`config.mk`:
```
export PLATFORM = sky130hd
export DESIGN_NAME = sseg_scan_controller
export DESIGN_NICKNAME = d
export VERILOG_FILES = /design/src/rtl/sseg_scan_controller_pkg.sv /design/src/rtl/hex_to_sseg.sv /design/src/rtl/sseg_scan_controller.sv
export SDC_FILE = /design/constraint.sdc
export NUM_CORES = 1
export LEC_CHECK = 0
export BUFFER_PORTS_ARGS = -buffer_cell sky130_fd_sc_hd__clkbuf_2
export CORE_UTILIZATION = 50
export CTS_CLUSTER_SIZE = 8
export DETAILED_ROUTE_END_ITERATION = 7
export GPL_ROUTABILITY_DRIVEN = 1
export GPL_TIMING_DRIVEN = 0
export PLACE_DENSITY = 0.71
export SYNTH_ARGS = -nofsm -noshare
export SYNTH_HDL_FRONTEND = slang
export SYNTH_SLANG_ARGS = --single-unit
```
`constraint.sdc`:
```
create_clock -name clk -period 2.8 [get_ports clk]
set_clock_uncertainty 0.1 [all_clocks]
set_input_delay 0.42 -clock clk [delete_from_list [all_inputs] [get_ports clk]]
set_output_delay 0.42 -clock clk [all_outputs]
set_load 0.01 [all_outputs]
```
`src/rtl/sseg_scan_controller_pkg.sv`:
```
// Shared types and constants for the seven-segment scan controller.
package sseg_scan_controller_pkg;

  localparam int unsigned SSEG_W   = 8;
  localparam int unsigned NIBBLE_W = 4;

  // Anodes are active-low: a 1 keeps the digit dark.
  localparam logic AN_OFF = 1'b1;

  typedef enum logic {
    ST_BLANK = 1'b0,
    ST_SHOW  = 1'b1
  } scan_state_e;

endpackage

```
`src/rtl/hex_to_sseg.sv`:
```
// Hex nibble to active-low seven-segment pattern; bit 7 is the decimal point.
module hex_to_sseg
  import sseg_scan_controller_pkg::*;
(
  input  logic [NIBBLE_W-1:0] i_hex,
  input  logic                i_dp,
  output logic [SSEG_W-1:0]   o_sseg_c
);

  logic [6:0] w_seg;

  // Segment order is {g,f,e,d,c,b,a}, 0 = lit.
  always_comb begin
    w_seg = 7'h7F;
    case (i_hex)
      4'h0:    w_seg = 7'h40;
      4'h1:    w_seg = 7'h79;
      4'h2:    w_seg = 7'h24;
      4'h3:    w_seg = 7'h30;
      4'h4:    w_seg = 7'h19;
      4'h5:    w_seg = 7'h12;
      4'h6:    w_seg = 7'h02;
      4'h7:    w_seg = 7'h78;
      4'h8:    w_seg = 7'h00;
      4'h9:    w_seg = 7'h10;
      4'hA:    w_seg = 7'h08;
      4'hB:    w_seg = 7'h03;
      4'hC:    w_seg = 7'h46;
      4'hD:    w_seg = 7'h21;
      4'hE:    w_seg = 7'h06;
      4'hF:    w_seg = 7'h0E;
      default: w_seg = 7'h7F;
    endcase
    o_sseg_c = {~i_dp, w_seg};
  end

endmodule

```
`src/rtl/sseg_scan_controller.sv`:
```
// Multiplexed seven-segment scanner with blanking guard and frame-aligned,
// handshaked display updates.
module sseg_scan_controller
  import sseg_scan_controller_pkg::*;
#(
  parameter int unsigned N_DIGITS     = 4,
  parameter int unsigned SLOT_CYCLES  = 50000,
  parameter int unsigned BLANK_CYCLES = 16
) (
  input  logic                  clk,
  input  logic                  reset_n,
  input  logic                  upd_req,
  input  logic [4*N_DIGITS-1:0] hex_in,
  input  logic [N_DIGITS-1:0]   dp_in,
  input  logic [N_DIGITS-1:0]   en_in,
  output logic                  upd_ready,
  output logic                  upd_done,
  output logic [N_DIGITS-1:0]   an,
  output logic [SSEG_W-1:0]     sseg,
  output logic                  frame_start
);

  localparam int unsigned CNT_W = (SLOT_CYCLES > 1) ? $clog2(SLOT_CYCLES) : 1;
  localparam int unsigned IDX_W = $clog2(N_DIGITS);
  localparam int unsigned HEX_W = NIBBLE_W * N_DIGITS;

  localparam logic [CNT_W-1:0]    CNT_LAST   = CNT_W'(SLOT_CYCLES - 1);
  localparam logic [CNT_W-1:0]    BLANK_LAST = CNT_W'(BLANK_CYCLES - 1);
  localparam logic [IDX_W-1:0]    IDX_LAST   = IDX_W'(N_DIGITS - 1);
  localparam logic [N_DIGITS-1:0] AN_ALL_OFF = {N_DIGITS{AN_OFF}};
  localparam scan_state_e         ST_RESET   = (BLANK_CYCLES == 0) ? ST_SHOW : ST_BLANK;

  // Scan state
  scan_state_e         r_state;
  logic [CNT_W-1:0]    r_cnt;
  logic [IDX_W-1:0]    r_idx;

  // Pending (captured, not yet shown) and active (on display) contents
  logic [HEX_W-1:0]    r_pend_hex;
  logic [N_DIGITS-1:0] r_pend_dp;
  logic [N_DIGITS-1:0] r_pend_en;
  logic [HEX_W-1:0]    r_act_hex;
  logic [N_DIGITS-1:0] r_act_dp;
  logic [N_DIGITS-1:0] r_act_en;

  // Selected digit feeding the shared decoder
  logic [NIBBLE_W-1:0] r_sel_hex;
  logic                r_sel_dp;

  // Registered outputs
  logic [N_DIGITS-1:0] r_an;
  logic                r_ready;
  logic                r_done;
  logic                r_frame_start;

  // Next-state wires
  scan_state_e         w_state_nxt;
  logic [CNT_W-1:0]    w_cnt_nxt;
  logic [IDX_W-1:0]    w_idx_nxt;
  logic                w_wrap;
  logic                w_boundary;
  logic                w_capture;
  logic                w_apply;
  logic [HEX_W-1:0]    w_act_hex_nxt;
  logic [N_DIGITS-1:0] w_act_dp_nxt;
  logic [N_DIGITS-1:0] w_act_en_nxt;
  logic [NIBBLE_W-1:0] w_sel_hex_nxt;
  logic                w_sel_dp_nxt;
  logic [N_DIGITS-1:0] w_an_nxt;
  logic                w_ready_nxt;

  // Slot counter, frame boundary and handshake decisions
  always_comb begin
    w_wrap     = (r_cnt == CNT_LAST);
    w_boundary = w_wrap && (r_idx == IDX_LAST);
    w_capture  = upd_req && r_ready;
    w_apply    = w_boundary && !r_ready;

    w_cnt_nxt = w_wrap ? '0 : r_cnt + CNT_W'(1);
    w_idx_nxt = r_idx;
    if (w_wrap) begin
      w_idx_nxt = (r_idx == IDX_LAST) ? '0 : r_idx + IDX_W'(1);
    end

    w_act_hex_nxt = r_act_hex;
    w_act_dp_nxt  = r_act_dp;
    w_act_en_nxt  = r_act_en;
    if (w_apply) begin
      w_act_hex_nxt = r_pend_hex;
      w_act_dp_nxt  = r_pend_dp;
      w_act_en_nxt  = r_pend_en;
    end

    w_ready_nxt = r_ready;
    if (w_apply) begin
      w_ready_nxt = 1'b1;
    end else if (w_capture) begin
      w_ready_nxt = 1'b0;
    end
  end

  // Blank/show sequencing and the registered anode/segment selection
  always_comb begin
    w_state_nxt   = r_state;
    w_an_nxt      = AN_ALL_OFF;
    w_sel_hex_nxt = r_sel_hex;
    w_sel_dp_nxt  = r_sel_dp;

    case (r_state)
      ST_BLANK: if (r_cnt == BLANK_LAST) w_state_nxt = ST_SHOW;
      ST_SHOW:  if (w_wrap && (BLANK_CYCLES != 0)) w_state_nxt = ST_BLANK;
      default:  w_state_nxt = ST_RESET;
    endcase

    if ((w_state_nxt == ST_SHOW) && w_act_en_nxt[w_idx_nxt]) begin
      w_an_nxt[w_idx_nxt] = ~AN_OFF;
    end

    // Load the next slot's digit so it is stable from cnt = 0.
    if (w_wrap) begin
      w_sel_hex_nxt = w_act_hex_nxt[{w_idx_nxt, 2'b00} +: NIBBLE_W];
      w_sel_dp_nxt  = w_act_dp_nxt[w_idx_nxt];
    end
  end

  always_ff @(posedge clk or negedge reset_n) begin
    if (!reset_n) begin
      r_state <= ST_RESET;
      r_cnt   <= '0;
      r_idx   <= '0;
    end else begin
      r_state <= w_state_nxt;
      r_cnt   <= w_cnt_nxt;
      r_idx   <= w_idx_nxt;
    end
  end

  // Capture port data into the pending buffer
  always_ff @(posedge clk or negedge reset_n) begin
    if (!reset_n) begin
      r_pend_hex <= '0;
      r_pend_dp  <= '0;
      r_pend_en  <= '0;
    end else if (w_capture) begin
      r_pend_hex <= hex_in;
      r_pend_dp  <= dp_in;
      r_pend_en  <= en_in;
    end
  end

  always_ff @(posedge clk or negedge reset_n) begin
    if (!reset_n) begin
      r_act_hex <= '0;
      r_act_dp  <= '0;
      r_act_en  <= '0;
      r_sel_hex <= '0;
      r_sel_dp  <= 1'b0;
    end else begin
      r_act_hex <= w_act_hex_nxt;
      r_act_dp  <= w_act_dp_nxt;
      r_act_en  <= w_act_en_nxt;
      r_sel_hex <= w_sel_hex_nxt;
      r_sel_dp  <= w_sel_dp_nxt;
    end
  end

  always_ff @(posedge clk or negedge reset_n) begin
    if (!reset_n) begin
      r_an          <= AN_ALL_OFF;
      r_ready       <= 1'b1;
      r_done        <= 1'b0;
      r_frame_start <= 1'b0;
    end else begin
      r_an          <= w_an_nxt;
      r_ready       <= w_ready_nxt;
      r_done        <= w_apply;
      r_frame_start <= w_boundary;
    end
  end

  hex_to_sseg u_hex_to_sseg (
    .i_hex    (r_sel_hex),
    .i_dp     (r_sel_dp),
    .o_sseg_c (sseg)
  );

  assign an          = r_an;
  assign upd_ready   = r_ready;
  assign upd_done    = r_done;
  assign frame_start = r_frame_start;

endmodule

```
==> results_dict.tcl <==
set metrics [dict create \
    status "finished clean" \
    antenna_found_initial 0 \
    utilization_pct 60.2 \
    cts_buffers 9 \
    met3_usage_pct 5.13 \
    ios 42 \
    place_ws_ns -0.0150 \
    clkLatencyLatePin_ns 0.35 \
    grt_max_degree 41 \
    yosys.area.top_type "dfrtp_1" \
    rrSetupSlack_ns 0.12 \
    cp.arrival_ns 2.80 \
    io_buffers 41 \
    totalWireLength_um 7590 \
    use_met1_pct 27.0 \
    htreeDepth 3 \
    synthArstFlopShare_pct 100 \
    worst-path-max-fanout 6 \
    fillers 640 \
    p_sw_w 0.000432 \
    synth_edf_count 0 \
    met2_usage_pct 35.5 \
    worstPathRequired_ns 2.92 \
    p_int_w 0.00175 \
    clockPowerShare_pct 45.7 \
    final_area_um2 4370 \
    max-slew-margin-rel_pct 52.7 \
    dpl_cell_area_um2 4110 \
    firstDrtPassIters 4 \
    yosysSeqAreaShare_pct 52.8 \
    cts-root-buf "clkbuf_8" \
    synthCells 359 \
    r2r-end "r_sel_hex[2]" \
    switching_share_pct 19.8 \
    die_area_um2 7860 \
    syn_area_um2 3750 \
    final-seq-area_um2 1980 \
    p_leak_nw 2.21 \
    die_x_um 88.7 \
    drc 0 \
    initialDrtViolationCount 257 \
    wire_per_inst_um 14.7 \
    ys.warnings.count 0 \
    rows 31 \
    cap_violations 0 \
    postRouteAntennaNets 0 \
    fp.dieH_um 88.7 \
    clk_pin_slew_worst_paths_ns 0.08 \
    globalRoute.totalOverflow 0 \
    finalSetupViolations 0 \
    start_util_pct 51.8 \
    p_seq_share_pct 52.3 \
    vias 2797 \
    tns_ns 0 \
    maxSlewViolCount 0 \
    vdd_drop_max_mv 0.388 \
    endpoint_kind "register" \
    cts_tree "yes" \
    synth_commonest_cells "101 x nand2_1, 74 x dfrtp_1, 25 x mux2_2" \
    n_antenna_cell 0 \
    p_comb_share_pct 2.0 \
    syn_nets 394 \
    hold_class "input pin to register" \
    syn2layout_area_growth_pct 16.3 \
    multiInputGateArea_um2 1710 \
    clock-sinks 79 \
    post-dp-hpwl_um 5480 \
    fin_crit_ns 2.68 \
    clockBufferDepth 2 \
    tightest_slew_ns 0.710 \
    holdWs_ns 0.188 \
    worstSetupPathType "register to register" \
    fin_ws_ns 0.125 \
    holdPathEnd "r_pend_dp[2]" \
    synth_cell_types 40 \
    synth_top_flop_cell "dfrtp_1" \
    finalHoldViolations 0 \
    ys_seq_elements 79 \
    start_kind "register" \
    whs_path_depth 2 \
    reg2reg_depth 7 \
    power_density_nw_per_um2 499 \
    synthTopCellsByArea "dfrtp_1 49%, nand2_1 10%, mux2_2 7.5%" \
    avgSynthCellArea_um2 10.5 \
    grt_use_total_pct 21.3 \
    period_share_pct 95.6 \
    yosysMostFrequentCell "nand2_1" \
    r2r_start "r_cnt[11]" \
    globalplace.congestion 0.775 \
    grt_pass1_vias 2622 \
    min-delay-start "dp_in[2]" \
    top_usage_layer "met2" \
    core_um2 7250 \
    drive_gt1_share_pct 26.1 \
    fmax_mhz 374 \
    vias_per_cell 5.41 \
    grt_pass1_wl_um 12400 \
    nets 448 \
    yosysTopAreaCellShare_pct 49.3 \
    rsz0062_at_grt "false" \
]
==> registers in the layout, summed over array words and instances (netlist names) <==
| register | count |
|---|---|
| an | 4 |
| r_act_en | 4 |
| r_state | 1 |
| upd_done | 1 |
| r_cnt | 16 |
| r_sel_hex | 4 |
| r_pend_hex | 16 |
| r_act_dp | 4 |
| upd_ready | 1 |
| frame_start | 1 |
| r_act_hex | 16 |
| r_sel_dp | 1 |
| r_pend_en | 4 |
| r_idx | 2 |
| r_pend_dp | 4 |
==> layer usage <==
metal	part of all wire [%]	wire (um)
met3	5.4	408
met5	0	0
met4	2.4	182
met1	45	3380
met2	48	3620
==> layout make-up <==
cell class / instances / area share, %
Inverter: 7 / 0.602
Clock buffer: 10 / 2.92
Buffer: 12 / 1.18
Sequential cell: 79 / 45.4
Multi-Input combinational cell: 261 / 39.1
Timing Repair Buffer: 43 / 5.45
Tap cell: 99 / 2.84
Clock inverter: 6 / 2.49
==> stage by stage <==
| step | instances | total power (W) |
|---|---|---|
| finish | 517 | 0.00218 |
| floorplan | 359 | 0.00116 |
| global placement | 499 | 0.00120 |
| global route | 517 | 0.00225 |
| CTS | 517 | 0.00220 |
| detailed placement | 500 | 0.00121 |
==> worst max path at each step <==
stage                    from            to  slack (ns)  cells after the start
finish              r_cnt[11]  r_sel_hex[2]        0.12                      7
global route        r_cnt[11]  r_sel_hex[2]       0.005                      7
CTS                 r_cnt[11]  r_sel_hex[2]        0.06                      7
detailed placement  r_cnt[11]  r_sel_hex[2]       -0.01                      7
global placement    r_cnt[11]  r_sel_hex[2]       -0.03                      7
floorplan           r_cnt[11]   r_act_dp[0]        0.42                      7
==> cell families (layout without fill, tap and decap cells) <==
group	Yosys count	after routing	share of synthesized area (%)
xor gates and xnor gates	14	14	3.27
buffers and inverters	19	78	2.07
DFF	79	79	52.8
muxes	41	41	14.1
AOI/OAI and AO/OA	26	26	4.53
and+or+nand+nor	172	172	20.6
adders and majority gates	8	8	2.67
==> layout by cell type (no fill, tap or decap), types with 3 or more instances in the layout <==
cell type,instances
a21oi_1,4
and3_1,3
buf_2,5
bufinv_16,3
clkbuf_1,7
clkbuf_2,40
clkbuf_8,9
dfrtp_1,74
dfstp_2,5
ha_1,8
inv_1,6
mux2_2,25
mux2i_1,8
mux4_2,7
nand2_1,101
nand3_1,19
nand4_1,6
nor2_1,21
o21ai_0,11
o221ai_1,4
xnor2_1,3
xor2_1,11
==> power by group through the flow <==
stage | combinational [W] | clock, W | sequential [W]
finish | 0.0000431 | 0.000997 | 0.00114
CTS | 0.0000457 | 0.00101 | 0.00114
global placement | 0.0000396 | 0 | 0.00116
detailed placement | 0.0000445 | 0 | 0.00116
floorplan | 0.000000377 | 0 | 0.00116
global route | 0.0000504 | 0.00106 | 0.00114
==> critical path, stage by stage, from the launching register on <==
cell	delay [ns]
dfrtp_1	0.43
or4_4	0.59
or3_4	0.45
nor3_2	0.26
a21oi_1	0.19
inv_2	0.14
mux2i_2	0.27
o21ai_0	0.10
==> repair_timing <==
| item | in CTS | in global routing |
|---|---|---|
| setup buffers | 0 | 0 |
| gates resized for setup | 1 | 2 |
| endpoints found under the hold margin | 22 | 0 |
| hold buffers | 1 | 0 |
| pin swaps | 0 | 1 |
| setup endpoints to repair | 1 | 1 |
No activity file was read; power rests on OpenSTA's default activity.
